**config.mk**
```make
export PLATFORM = sky130hd
export DESIGN_NAME = regfile_read_ctrl
export DESIGN_NICKNAME = d
export VERILOG_FILES = /design/src/rtl/regfile_pkg.sv /design/src/rtl/regfile_read_ctrl_rsp_fifo.sv /design/src/rtl/regfile_read_ctrl.sv
export SDC_FILE = /design/constraint.sdc
export NUM_CORES = 1
export LEC_CHECK = 0
export CORE_MARGIN = 3
export CORE_UTILIZATION = 55
export DETAILED_ROUTE_END_ITERATION = 10
export DONT_BUFFER_PORTS = 1
export GPL_TIMING_DRIVEN = 1
export PLACE_DENSITY = 0.73
export SYNTH_ARGS = -nofsm -noshare
export SYNTH_HDL_FRONTEND = slang
export SYNTH_SLANG_ARGS = --single-unit
```
**constraint.sdc**
```tcl
create_clock -name clk -period 2.3 [get_ports clk]
set_clock_uncertainty 0.15 [all_clocks]
set_input_delay 0.23 -clock clk [delete_from_list [all_inputs] [get_ports clk]]
set_output_delay 0.23 -clock clk [all_outputs]
set_load 0.01 [all_outputs]
```
**src/rtl/regfile_pkg.sv**
```systemverilog
// Shared defaults and types for the register-file read path.
package regfile_pkg;

    localparam int DEF_WIDTH = 16;
    localparam int DEF_NREGS = 16;
    localparam int DEF_IDXW  = 4;
    localparam int ZERO_REG  = 0;

    typedef struct packed {
        logic [DEF_IDXW-1:0]  idx;
        logic [DEF_WIDTH-1:0] data;
    } rsp_entry_t;

endpackage

```
**src/rtl/regfile_read_ctrl_rsp_fifo.sv**
```systemverilog
// Response buffer: circular FIFO with wrap-around pointers and an occupancy counter.
module rsp_fifo #(
    parameter int DEPTH = 2,
    parameter int W     = 20,
    localparam int CW   = $clog2(DEPTH + 1)
) (
    input  logic          clk,
    input  logic          rst_n,
    input  logic          push,
    input  logic [W-1:0]  push_data,
    input  logic          pop,
    output logic [W-1:0]  head_data,
    output logic [CW-1:0] count
);

    localparam int PW = (DEPTH > 1) ? $clog2(DEPTH) : 1;

    logic [W-1:0]  mem [DEPTH];
    logic [PW-1:0] wr_ptr;
    logic [PW-1:0] rd_ptr;

    function automatic logic [PW-1:0] ptr_inc(input logic [PW-1:0] p);
        return (p == PW'(DEPTH - 1)) ? '0 : p + 1'b1;
    endfunction

    always_ff @(posedge clk or negedge rst_n) begin
        if (!rst_n) begin
            wr_ptr <= '0;
            rd_ptr <= '0;
            count  <= '0;
        end else begin
            if (push) wr_ptr <= ptr_inc(wr_ptr);
            if (pop)  rd_ptr <= ptr_inc(rd_ptr);
            case ({push, pop})
                2'b10:   count <= count + 1'b1;
                2'b01:   count <= count - 1'b1;
                default: count <= count;
            endcase
        end
    end

    always_ff @(posedge clk) begin
        if (push) mem[wr_ptr] <= push_data;
    end

    assign head_data = mem[rd_ptr];

endmodule

```
**src/rtl/regfile_read_ctrl.sv**
```systemverilog
// Read-port controller: request stage S1, one-hot wordline drive, write bypass,
// and a buffered response channel.
module regfile_read_ctrl
    import regfile_pkg::*;
#(
    parameter int WIDTH = DEF_WIDTH,
    parameter int NREGS = DEF_NREGS,
    parameter int IDXW  = DEF_IDXW,
    parameter int DEPTH = 2
) (
    input  logic             clk,
    input  logic             rst_n,
    input  logic             req_valid,
    output logic             req_ready,
    input  logic [IDXW-1:0]  req_idx,
    output logic [NREGS-1:0] rden,
    input  logic [WIDTH-1:0] bitline,
    input  logic             wr_en,
    input  logic [IDXW-1:0]  wr_idx,
    input  logic [WIDTH-1:0] wr_data,
    output logic             rsp_valid,
    input  logic             rsp_ready,
    output logic [WIDTH-1:0] rsp_data,
    output logic [IDXW-1:0]  rsp_idx
);

    localparam int CW = $clog2(DEPTH + 1);

    typedef struct packed {
        logic [IDXW-1:0]  idx;
        logic [WIDTH-1:0] data;
    } entry_t;

    logic            s1_valid;
    logic [IDXW-1:0] s1_idx;
    logic            s1_is_zero;
    logic            accept;
    logic            pop;
    logic [CW-1:0]   occ;
    logic [CW:0]     level;
    entry_t          push_entry;
    entry_t          head_entry;

    assign accept     = req_valid && req_ready;
    assign pop        = rsp_valid && rsp_ready;
    assign s1_is_zero = (s1_idx == IDXW'(ZERO_REG));

    always_ff @(posedge clk or negedge rst_n) begin
        if (!rst_n) begin
            s1_valid <= 1'b0;
            s1_idx   <= '0;
        end else begin
            s1_valid <= accept;
            if (accept) s1_idx <= req_idx;
        end
    end

    always_comb begin
        rden = '0;
        if (s1_valid && !s1_is_zero) rden[s1_idx] = 1'b1;
    end

    // R0 is never driven onto the bus; a write landing on the S1 edge must win over the stale array value
    always_comb begin
        push_entry.idx = s1_idx;
        if (s1_is_zero)
            push_entry.data = '0;
        else if (wr_en && (wr_idx == s1_idx))
            push_entry.data = wr_data;
        else
            push_entry.data = bitline;
    end

    rsp_fifo #(
        .DEPTH (DEPTH),
        .W     ($bits(entry_t))
    ) u_rsp_fifo (
        .clk       (clk),
        .rst_n     (rst_n),
        .push      (s1_valid),
        .push_data (push_entry),
        .pop       (pop),
        .head_data (head_entry),
        .count     (occ)
    );

    assign level     = (CW + 1)'(occ) + (CW + 1)'(s1_valid) - (CW + 1)'(pop);
    assign req_ready = rst_n && (level < (CW + 1)'(DEPTH));

    assign rsp_valid = (occ != '0);
    assign rsp_data  = rsp_valid ? head_entry.data : '0;
    assign rsp_idx   = rsp_valid ? head_entry.idx  : '0;

endmodule

```
==> out/summary.json <==
{
  "run_status": {"value": "complete, no violations"},
  "timing.final.crit_share": {"value": 97.9, "unit": "%"},
  "clock.fmax": {"value": 0.444, "unit": "GHz"},
  "pin_count_of_the_biggest_net_entering_global_routing": {"value": 22},
  "synth.cell_area": {"value": 2470, "unit": "sq um"},
  "worst_hold_slack_after_final_layout": {"value": 0.0452, "unit": "ns"},
  "ys_types": {"value": 32},
  "area.growth.synth_to_final": {"value": 9.18, "unit": "%"},
  "end_kind": {"value": "output pin"},
  "drtAntennaViolNets": {"value": 0},
  "io_buffer_count": {"value": 0},
  "final_hold_viol_count": {"value": 0},
  "comb_power_share": {"value": 35.9, "unit": "%"},
  "layoutNonFillerInstCount": {"value": 271},
  "netSwitchingFraction": {"value": 36.0, "unit": "%"},
  "floorplan.io_pins": {"value": 83},
  "final_hpwl_from_detailed_placement": {"value": 3390, "unit": "microns"},
  "cts_setup_buffers": {"value": 0},
  "syn-mean-instance-area": {"value": 11.6, "unit": "sq um"},
  "worst_slew_pin_slew": {"value": 0.553, "unit": "ns"},
  "total_number_of_vias": {"value": 1609},
  "timing.max_cap.violations": {"value": 0},
  "internal_power": {"value": 1.81, "unit": "mW"},
  "cts-buffers-inserted": {"value": 5},
  "mappedNetlistNets": {"value": 258},
  "total_wirelength_of_the_detailed_routed_design": {"value": 4720, "unit": "microns"},
  "arrival": {"value": 1.87, "unit": "ns"},
  "die_span_y": {"value": 73.0, "unit": "microns"},
  "clkLatencyLatePin": {"value": 0.29, "unit": "ns"},
  "global_route_wire_length_before_repair": {"value": 7450, "unit": "microns"},
  "gp_congestion": {"value": 0.755},
  "num_antenna_cells": {"value": 0},
  "drc": {"value": 0},
  "tritoncts": {"value": "built"},
  "setup_total_negative_slack": {"value": 0, "unit": "ns"},
  "grt_pass1_vias": {"value": 1595},
  "clock_tree.htree_level_count": {"value": 2},
  "type_of_the_tightest_min_delay_check": {"value": "in -> reg"},
  "dp.cells": {"value": 256},
  "ys_ff_latch": {"value": 49},
  "groute.usage.overall": {"value": 18.6, "unit": "%"},
  "timing.rr.start": {"value": "u_rsp_fifo.count[0]$_DFFE_PN0P_"},
  "clk_pin_slew_worst_paths": {"value": 0.09, "unit": "ns"},
  "report.final.setup_viol": {"value": 0},
  "clk_path_buf_depth": {"value": 2},
  "seq_power_share": {"value": 46.2, "unit": "%"},
  "yosysWarningCount": {"value": 0},
  "layout.filler_cells": {"value": 331},
  "share_of_total_power_in_the_clock_network": {"value": 17.9, "unit": "%"},
  "starting_density_of_the_core": {"value": 59.1, "unit": "%"},
  "finalWorstPathRequiredPeriod": {"value": 2.25, "unit": "ns"},
  "drt_iter0_markers": {"value": 53},
  "power_density": {"value": 1050, "unit": "nW/um^2"},
  "placeableCoreArea": {"value": 4170, "unit": "sq um"},
  "min_delay_startpoint": {"value": "rsp_ready"},
  "irDropWorstVdd": {"value": 0.650, "unit": "mV"},
  "die-width": {"value": 73.0, "unit": "microns"},
  "timing.critical_path.fanout_max": {"value": 3},
  "routed_wire_length_per_instance": {"value": 17.4, "unit": "microns"},
  "setup.worst_path.class": {"value": "reg -> out"},
  "p_sw": {"value": 1.02, "unit": "mW"},
  "setup.worst_path.start_class": {"value": "flip-flop"},
  "drt_first_pass_iters": {"value": 4},
  "clock-root-buffer": {"value": "sky130_fd_sc_hd__clkbuf_8"},
  "power.leakage": {"value": 0.982, "unit": "nW"},
  "final_common_cell": {"value": "sky130_fd_sc_hd__edfxtp_1"},
  "numClockSinks": {"value": 49},
  "most-common-layout-cells": {"value": "40 x sky130_fd_sc_hd__edfxtp_1, 35 x sky130_fd_sc_hd__nor2_1, 20 x sky130_fd_sc_hd__mux2i_1, 18 x sky130_fd_sc_hd__nand3_1, 17 x sky130_fd_sc_hd__o21ai_0"},
  "grt_antenna_before_repair": {"value": 0},
  "worst-r2r-setup-slack": {"value": 0.08, "unit": "ns"},
  "post_route_cells_drive_above_1_share": {"value": 15.4, "unit": "%"},
  "die-area": {"value": 5330, "unit": "sq um"},
  "synth_seq_area_share": {"value": 57.8, "unit": "%"},
  "worstPathRequired": {"value": 1.92, "unit": "ns"},
  "crit_start": {"value": "u_rsp_fifo.count[0]$_DFFE_PN0P_"},
  "detail_route.vias_per_cell": {"value": 5.94},
  "row_count": {"value": 23},
  "maxSlewViolCount": {"value": 0},
  "fin_nets": {"value": 266},
  "synthesis.instances": {"value": 212},
  "globalRoute.totalOverflow": {"value": 0},
  "relSlewSlack": {"value": 63.1, "unit": "%"}
}
worst paths after layout:
check / endpoint / cells after the start
setup reg to reg: s1_idx[3]$_DFFE_PN0P_ / 8
hold / removal: u_rsp_fifo.count[1]$_DFFE_PN0P_ / 3
hold reg to reg: u_rsp_fifo.rd_ptr$_DFFE_PN0P_ / 1
min in group asynchronous: s1_idx[0]$_DFFE_PN0P_ / 1
max in group asynchronous: u_rsp_fifo.count[1]$_DFFE_PN0P_ / 1
setup / recovery: req_ready / 6
metrics by stage:
step	setup slack (ns)	area [sq um]	utilization (%)	power [mW]
after floorplan	0.0269	2470	-	2.14
after CTS	0.0265	2670	64.0	2.83
final	0.0491	2690	64.6	2.82
after detailed placement	0.0327	2500	59.9	2.31
after global routing	-0.0324	2690	64.6	3.00
after global placement	0.120	2500	59.9	2.27
worst max-delay path, cell delays in order (launching register included):
cell and delay (ns):
sky130_fd_sc_hd__dfrtp_1 0.40, sky130_fd_sc_hd__nand2b_4 0.17, sky130_fd_sc_hd__nor2_4 0.12, sky130_fd_sc_hd__o21ai_2 0.08, sky130_fd_sc_hd__fa_2 0.52, sky130_fd_sc_hd__and3_4 0.17
sky130_fd_sc_hd__buf_4 0.11
Yosys cell counts:
| cell | count | area (sq um) |
|---|---|---|
| sky130_fd_sc_hd__a21boi_0 | 6 | 45.0 |
| sky130_fd_sc_hd__a21boi_1 | 10 | 75.1 |
| sky130_fd_sc_hd__a21oi_1 | 1 | 5.00 |
| sky130_fd_sc_hd__and2_1 | 2 | 12.5 |
| sky130_fd_sc_hd__and3_1 | 2 | 12.5 |
| sky130_fd_sc_hd__buf_2 | 2 | 10.0 |
| sky130_fd_sc_hd__buf_4 | 2 | 15.0 |
| sky130_fd_sc_hd__buf_6 | 5 | 56.3 |
| sky130_fd_sc_hd__clkbuf_1 | 5 | 18.8 |
| sky130_fd_sc_hd__clkbuf_2 | 2 | 10.0 |
| sky130_fd_sc_hd__conb_1 | 1 | 3.75 |
| sky130_fd_sc_hd__dfrtp_1 | 9 | 225 |
| sky130_fd_sc_hd__edfxtp_1 | 40 | 1200 |
| sky130_fd_sc_hd__fa_1 | 1 | 20.0 |
| sky130_fd_sc_hd__inv_1 | 3 | 11.3 |
| sky130_fd_sc_hd__mux2_2 | 4 | 45.0 |
| sky130_fd_sc_hd__mux2i_1 | 20 | 200 |
| sky130_fd_sc_hd__nand2_1 | 4 | 15.0 |
| sky130_fd_sc_hd__nand2b_1 | 2 | 12.5 |
| sky130_fd_sc_hd__nand3_1 | 18 | 90.1 |
| sky130_fd_sc_hd__nand3_2 | 1 | 10.0 |
| sky130_fd_sc_hd__nand3b_1 | 2 | 15.0 |
| sky130_fd_sc_hd__nor2_1 | 36 | 135 |
| sky130_fd_sc_hd__nor2b_1 | 2 | 12.5 |
| sky130_fd_sc_hd__nor3_1 | 3 | 15.0 |
| sky130_fd_sc_hd__o21ai_0 | 18 | 90.1 |
| sky130_fd_sc_hd__or2b_1 | 1 | 7.51 |
| sky130_fd_sc_hd__or3b_2 | 1 | 8.76 |
| sky130_fd_sc_hd__or4_4 | 1 | 11.3 |
| sky130_fd_sc_hd__xnor2_1 | 6 | 52.6 |
| sky130_fd_sc_hd__xnor2_2 | 1 | 16.3 |
| sky130_fd_sc_hd__xor2_1 | 1 | 8.76 |
layout make-up:
class	instances	area [sq um]	share of cell area [%]
clock buffer	6	82.6	3.07
clock inverter	2	13.8	0.511
inverter	3	11.3	0.418
multi-input combinational	144	951	35.3
timing repair buffer	17	145	5.39
sequential	49	1430	53.0
tap	50	62.6	2.32
layer usage:
metal	part of all wire, %	GRT usage (%)
met1	41	21.3
met2	51	33.3
met3	6.3	4.68
met4	1.8	6.97
met5	0	0
power groups by stage:
stage | clock network [mW] | registers [mW] | logic, mW
after global placement | 0 | 1.31 | 0.960
after CTS | 0.519 | 1.30 | 1.01
final | 0.505 | 1.30 | 1.01
after global routing | 0.561 | 1.32 | 1.12
after floorplan | 0 | 1.26 | 0.878
after detailed placement | 0 | 1.32 | 0.995
flip-flops by register name (all words and copies together) (netlist names):
signal / cells
u_rsp_fifo.count: 2
u_rsp_fifo.rd_ptr: 1
u_rsp_fifo.mem: 40
s1_valid: 1
u_rsp_fifo.wr_ptr: 1
s1_idx: 4
cell families (layout without fill, tap and decap cells):
| family | Yosys count | after routing | share of synthesized area, % |
|---|---|---|---|
| buffers and inverters | 19 | 28 | 4.92 |
| other | 1 | 1 | 0.152 |
| xor gates and xnor gates | 8 | 8 | 3.14 |
| muxes | 24 | 24 | 9.94 |
| adders and majority gates | 1 | 1 | 0.811 |
| DFF | 49 | 49 | 57.8 |
| and+or+nand+nor | 75 | 75 | 14.5 |
| AOI/OAI and AO/OA | 35 | 35 | 8.72 |
what timing repair did:
action / 4_1_cts / 5_1_grt
pin swaps: 0 / 1
gates resized for setup: 2 / 5
hold endpoints to repair: 15 / 0
endpoints found under the setup margin: 1 / 5
hold buffers: 7 / 0
Note: power is estimated with default switching activity, not from simulation.
